===== config.mk =====
export PLATFORM = sky130hd
export DESIGN_NAME = unidade_busca_instrucao
export DESIGN_NICKNAME = d
export VERILOG_FILES = /design/src/rtl/unidade_busca_instrucao.sv
export SDC_FILE = /design/constraint.sdc
export NUM_CORES = 1
export LEC_CHECK = 0
export BUFFER_PORTS_ARGS = -buffer_cell sky130_fd_sc_hd__buf_2
export CORE_ASPECT_RATIO = 1.4
export CORE_MARGIN = 2
export CORE_UTILIZATION = 55
export CTS_CLUSTER_DIAMETER = 120
export DETAILED_ROUTE_END_ITERATION = 10
export HOLD_SLACK_MARGIN = 0.12
export PLACE_DENSITY = 0.91
export SLEW_MARGIN = 10
export SYNTH_ARGS = -nofsm -noshare
export SYNTH_HDL_FRONTEND = slang
export SYNTH_SLANG_ARGS = --single-unit

===== constraint.sdc =====
create_clock -name clk -period 12.5 [get_ports clk]
set_clock_uncertainty 0.2 [all_clocks]
set_input_delay 1.25 -clock clk [delete_from_list [all_inputs] [get_ports clk]]
set_output_delay 1.25 -clock clk [all_outputs]
set_load 0.02 [all_outputs]

===== src/rtl/unidade_busca_instrucao.sv =====
// Instruction-fetch sequencer: owns the PC, reads the single-cycle instruction ROM,
// buffers up to two {pc, instrucao} pairs for decode and applies branch/jump redirects.
module unidade_busca_instrucao #(
    parameter logic [31:0] PC_RESET  = 32'h0000_0000,
    parameter int          MEM_BYTES = 256
) (
    input  logic        clk,
    input  logic        reset,
    input  logic        en,
    output logic [31:0] mem_addr,
    input  logic [31:0] mem_instrucao,
    input  logic        desvio_valido,
    input  logic [31:0] desvio_alvo,
    output logic        inst_valida,
    input  logic        inst_pronta,
    output logic [31:0] instrucao,
    output logic [31:0] pc_inst,
    output logic        erro
);

    localparam logic [31:0] LIMITE = 32'(MEM_BYTES);

    typedef enum logic [1:0] {
        PARADO,
        BUSCANDO,
        ERRO
    } estado_t;

    estado_t     estado;
    logic [31:0] pc;
    logic [31:0] buf_pc   [2];
    logic [31:0] buf_inst [2];
    logic        head;
    logic [1:0]  count;

    logic        desvio;
    logic        alvo_legal;
    logic        pop;
    logic        push;
    logic        tail;
    logic [31:0] pc_mais4;
    logic [31:0] pc_prox;

    // Redirects are dead once trapped; only the reset can leave ERRO.
    assign desvio     = desvio_valido && (estado != ERRO);
    assign alvo_legal = (desvio_alvo[1:0] == 2'b00) && (desvio_alvo < LIMITE);

    assign inst_valida = (count != 2'd0) && (estado != ERRO);
    assign pop         = inst_valida && inst_pronta;
    assign push        = (estado == BUSCANDO) && !desvio && ((count != 2'd2) || pop);

    // With a full buffer the tail slot is the head slot, which the same-cycle pop frees.
    assign tail     = head ^ count[0];
    assign pc_mais4 = pc + 32'd4;
    assign pc_prox  = (pc_mais4 == LIMITE) ? 32'h0 : pc_mais4;

    assign mem_addr  = pc;
    assign instrucao = inst_valida ? buf_inst[head] : 32'h0;
    assign pc_inst   = inst_valida ? buf_pc[head]   : 32'h0;

    always_ff @(posedge clk) begin
        if (reset) begin
            estado <= PARADO;
            pc     <= PC_RESET;
            head   <= 1'b0;
            count  <= 2'd0;
            erro   <= 1'b0;
        end else begin
            case (estado)
                PARADO: begin
                    if (desvio && !alvo_legal) begin
                        estado <= ERRO;
                    end else if (en) begin
                        estado <= BUSCANDO;
                    end
                end
                BUSCANDO: begin
                    if (desvio && !alvo_legal) begin
                        estado <= ERRO;
                    end else if (!en) begin
                        estado <= PARADO;
                    end
                end
                ERRO: begin
                    estado <= ERRO;
                end
                default: begin
                    estado <= PARADO;
                end
            endcase

            // A redirect wins over push and pop: any concurrent pop is dropped with the flush.
            if (desvio) begin
                count <= 2'd0;
                head  <= 1'b0;
                if (alvo_legal) begin
                    pc <= desvio_alvo;
                end else begin
                    erro <= 1'b1;
                end
            end else if (estado == ERRO) begin
                count <= 2'd0;
            end else begin
                if (push) begin
                    buf_pc[tail]   <= pc;
                    buf_inst[tail] <= mem_instrucao;
                    pc             <= pc_prox;
                end
                if (pop) begin
                    head <= ~head;
                end
                case ({push, pop})
                    2'b10:   count <= count + 2'd1;
                    2'b01:   count <= count - 2'd1;
                    default: count <= count;
                endcase
            end
        end
    end

endmodule


---- Word level (Yosys, flattened, before mapping) ----
Memory sizes are Yosys's and may differ from the RTL's. A register that Yosys moved wholly into a read port is not among the register bits.
Index checks and enable logic that the tools add are counted.
operators by class
  eq/ne operators ......................... 11
  bitwise logic cells ..................... 4
  multipliers ............................. 0
  div/mod/pow operators ................... 0
  add/subtract/negate cells ............... 3
  shift operators ......................... 0
  multiplexer cells ....................... 22
  magnitude comparators ................... 1
  reduce and logical (&&, ||, !) cells .... 21
operators by type and width
  operator                 number
  $mux W32                 7
  $add A32 B3 Y32 const B  1
  $eq A32 B9 Y1 const B    1
  $lt A32 B9 Y1 const B    1
  $mux W1                  9
  $mux W2                  4
  $logic_and A1 B1 Y1      7
  $ne A2 B2 Y1 const B     3
  $pmux W2 S3              1
  $reduce_and A2 Y1        3
  $reduce_bool A2 Y1       3
  $eq A2 B1 Y1 const B     2
  $eq A2 B2 Y1 const B     2
  $logic_not A2 Y1         2
  $pmux W2 S2              1
  $ne A3 B2 Y1 const B     1
  $ne A3 B3 Y1 const B     1
  $not A1 Y1               3
  $reduce_and A3 Y1        1
  $reduce_or A3 Y1         1
  $add A2 B1 Y2 const B    1
  $logic_not A1 Y1         2
  $ne A2 B1 Y1 const B     1
  $reduce_or A2 Y1         1
  3 further kinds          3
storage, ports and cells
  bits in writable memories ............... 128
  memory bits (read-only) ................. 0
  word-level logic and storage cells ...... 69
  register bits ........................... 38
  output and inout bits ................... 98
  input bits .............................. 69
  latch bits .............................. 0
  memories ................................ 2
memory list
  memory    words  width  rd ports  clocked after memory_dff  write ports  line  RTL
  buf_inst  2      32     1         1                         1            32    logic [31:0] buf_inst [2];
  buf_pc    2      32     1         1                         1            31    logic [31:0] buf_pc [2];

---- Longest topological paths before layout ----
  depth after elaboration ................. 10
  depth in mapped cells ................... 11
  mapped depth without buffers ............ 9

---- Worst setup path before layout ----
No wires, ideal clock.
  path type ............................... input-to-reg
  start point ............................. input port inst_pronta
  end point ............................... memory buf_inst[0][0], enable pin
  setup time .............................. 0.486 ns
  stages on the path ...................... 6
  data required time ...................... 11.814 ns
  path slack .............................. 7.320 ns
  arrival ................................. 4.494 ns
  path buffers ............................ 0
  cell sequence ........................... nor2_1 nand2_1 nand3_1 inv_1 nand2_1 nor2_1
on the way
  cells in the longest elaborated chain, start to end .. 8
RTL lines
  element                        line  RTL
  start: declaration             15    input logic inst_pronta,
  $logic_and A1 B1 Y1            49    assign pop = inst_valida && inst_pronta;
  $logic_or A1 B1 Y1             50    assign push = (estado == BUSCANDO) && !desvio && ((count != 2'd2) || pop);
  $logic_and A1 B1 Y1            50
  $mux W1                        104   if (push) begin
  $mux W1                        101   end else if (estado == ERRO) begin
  $mux W1                        93    if (desvio) begin
  $mux W1                        62    if (reset) begin
  $mux W1 (not written as such)  106   buf_inst[tail] <= mem_instrucao;
  end: declaration               32
Every way passes these cells.

---- Final worst setup path ----
  start point ............................. register count[0]
  end point ............................... output port instrucao[0]
on the way
  cells in the longest elaborated chain, start to end .. 3
RTL lines
  element                   line  RTL
  start: declaration        34    logic [1:0] count;
  start signal: assignment  113   2'b10: count <= count + 2'd1;
  start signal: assignment  114   2'b01: count <= count - 2'd1;
  start signal: assignment  115   default: count <= count;
  $reduce_bool A2 Y1        48    assign inst_valida = (count != 2'd0) && (estado != ERRO);
  $logic_and A1 B1 Y1       48
  $mux W32                  58    assign instrucao = inst_valida ? buf_inst[head] : 32'h0;
  end: declaration          16    output logic [31:0] instrucao,
Every way passes these cells.

==> impl_metrics.tcl <==
set metrics [dict create \
    clockRootBuffer "clkbuf_16" \
    synth_enable_flop_cells 128 \
    cts_resized 0 \
    switching_share 0.205 \
    rsz0062_at_grt "false" \
    maxSlewViolCount 0 \
    stdcell_count 963 \
    drt_iter0_markers 386 \
    path_clk_slew_ns 0.06 \
    startpoint "count[0]$_SDFFE_PP0P_" \
    layout_setup_ws_ns 8.80 \
    tritoncts "built" \
    max_freq_mhz 270 \
    setup_violations 0 \
    outcome "finished, final reports clean" \
    slowest_delay_ns 0.62 \
    place_congestion 0.914 \
    final_cell_mix "buf_2, edfxtp_1, nor2_1" \
    start_util 0.560 \
    fin_nets 840 \
    syn_to_final_growth_pct 19.5 \
    cts.sinks 167 \
    post-place-ws_ns 8.84 \
    finalHoldViolations 0 \
    grt.total_usage 0.225 \
    cp_slowest_cell "o21ai_4" \
    dp.cells 931 \
    worstPathArrival_ns 2.25 \
    diodes 0 \
    totalWireLength_mm 16.2 \
    path_max_fanout 41 \
    critical-path-top-delay-family "buffers and inverters" \
    cts_hold_buf 0 \
    worstPathCellList "o21ai_4 > buf_4 > nor2_1 > buf_2" \
    relSlewSlack 0.226 \
    finalSetupTns_ns 0 \
    htreeDepth 4 \
    wl_per_cell_um 16.8 \
    cts_setup_buffers 0 \
    critical_path_class "reg -> out" \
    num_rows 50 \
    die_x_um 102 \
    synth_ff_type "edfxtp_1" \
    clock_power_share 0.427 \
    via_per_inst 5.65 \
    ctsLongestPathBuffers 2 \
    dp_hpwl_mm 10.6 \
    place_area_mm2 0.00835 \
    grt_max_degree 65 \
    p_int_mw 0.885 \
    route.detailed.drc 0 \
    yosysWarnings 0 \
    core_area_mm2 0.0133 \
    hold_class "reg -> reg" \
    comb_power_share 0.034 \
    power.leakage_nw 3.25 \
    maxCapViolations 0 \
    p_per_area_mw_per_mm2 125 \
    die_area_mm2 0.0145 \
    layout-drive-gt1-share 0.278 \
    required_ns 11.05 \
    grt_pass1_vias 5365 \
    fin_crit_ns 3.70 \
    firstDrtPassIters 5 \
    synthDistinctLibCells 55 \
    synth.yosys.seq_area_share 0.622 \
    grt_pass1_wl_mm 25.1 \
    final_common_cell "buf_2" \
    port-buffer-count 166 \
    ys_async_sr_fraction 0 \
    gr-total-overflow 0 \
    start_kind "flip-flop" \
    power_mw 1.11 \
    num_vias 5441 \
    critPathBufInv 2 \
    ys_seq_elements 167 \
    fin_crit_sh 0.296 \
    die_h_um 142 \
    final_core_util 0.670 \
    cts_buffers 17 \
    syn-instance-count 621 \
    p_sw_mw 0.228 \
    r2r_start "mem_addr[3]$_SDFFE_PP0P_" \
    synthesis.nets 693 \
    vdd_ir_drop_max_v 0.0000823 \
    p_seq_frac 0.539 \
    hold_start "erro$_SDFFE_PP0P_" \
    final_cell_area_mm2 0.00888 \
    antenna_found_initial 0 \
    crit_path_end_kind "output pin" \
    synth_area_per_cell_um2 12.0 \
    synth_area_mm2 0.00743 \
    insertion_delay_ns 0.41 \
    worst_pin_slew_ns 1.16 \
    io_pins 167 \
    postRouteAntennaNets 0 \
    reg2reg_slack_ns 8.85 \
    whs_ns 0.250 \
]
-- power by group through the flow --
| stage | logic (mW) | registers (mW) | clock network [mW] |
|---|---|---|---|
| 2_1_floorplan | 0.0185 | 0.612 | 0 |
| 3_3_place_gp | 0.0362 | 0.612 | 0 |
| 3_5_place_dp | 0.0376 | 0.612 | 0 |
| 4_1_cts | 0.0377 | 0.600 | 0.482 |
| 5_1_grt | 0.0411 | 0.600 | 0.503 |
| 6_report | 0.0377 | 0.600 | 0.475 |
-- worst paths after layout --
| check | endpoint | cells after the start |
|---|---|---|
| max | instrucao[0] | 4 |
| min | erro$_SDFFE_PP0P_ | 2 |
| max reg2reg | mem_addr[13]$_SDFFE_PP0P_ | 9 |
| min reg2reg | erro$_SDFFE_PP0P_ | 2 |
-- synthesized netlist by cell type (4+ instances only) --
master / count / share of area
and2_1: 8 / 0.0067
nor2_1: 99 / 0.050
nand4_1: 13 / 0.011
nand2_1: 29 / 0.015
nor4_1: 13 / 0.011
o21ai_0: 17 / 0.011
buf_2: 9 / 0.0061
a21oi_1: 18 / 0.012
clkbuf_1: 21 / 0.011
mux2i_1: 66 / 0.089
inv_1: 10 / 0.0051
nand3_1: 22 / 0.015
a31oi_1: 10 / 0.0084
buf_1: 7 / 0.0035
xor2_1: 11 / 0.013
dfxtp_1: 39 / 0.11
buf_6: 4 / 0.0061
and3_1: 11 / 0.0093
nor3_1: 18 / 0.012
xnor2_1: 15 / 0.018
edfxtp_1: 128 / 0.52
-- flip-flops by register name, summed over array words and instances, names as in the netlist, named ones only --
| register | flops |
|---|---|
| buf_pc | 64 |
| estado | 2 |
| head | 1 |
| mem_addr | 32 |
| erro | 1 |
| buf_inst | 64 |
| count | 2 |
-- area by class of cell --
class	count	area [um^2]
Sequential cell	167	4630
Multi-Input combinational cell	401	2580
Inverter	10	37.5
Tap cell	182	228
Fill cell	972	4380
Timing Repair Buffer	171	868
Clock inverter	13	106
Clock buffer	19	433
-- logic make-up after synthesis --
group / Yosys count / share of synthesized area
simple gates: 238 / 0.159
buf+inv: 53 / 0.0330
xor+xnor: 26 / 0.0306
fa+ha+maj: 3 / 0.00505
compound gates: 67 / 0.0598
flops: 167 / 0.622
mux: 67 / 0.0904
-- metal layers --
layer / vias to the layer above / GRT usage / part of all wire
li1: 2579 / - / -
met1: 2583 / 0.245 / 0.37
met2: 243 / 0.409 / 0.53
met3: 36 / 0.0527 / 0.068
met4: 0 / 0.0989 / 0.032
met5: - / 0 / 0
-- worst register-to-register path, delay by kind of cell (launching register included) --
family,cells,cell delay (ns)
AO/OA/AOI/OAI,4,1.15
adder cells (fa/ha/maj),1,0.31
flip-flops,1,0.49
AND/OR/NAND/NOR,4,1.35
Note: power is estimated with default switching activity, not from simulation.
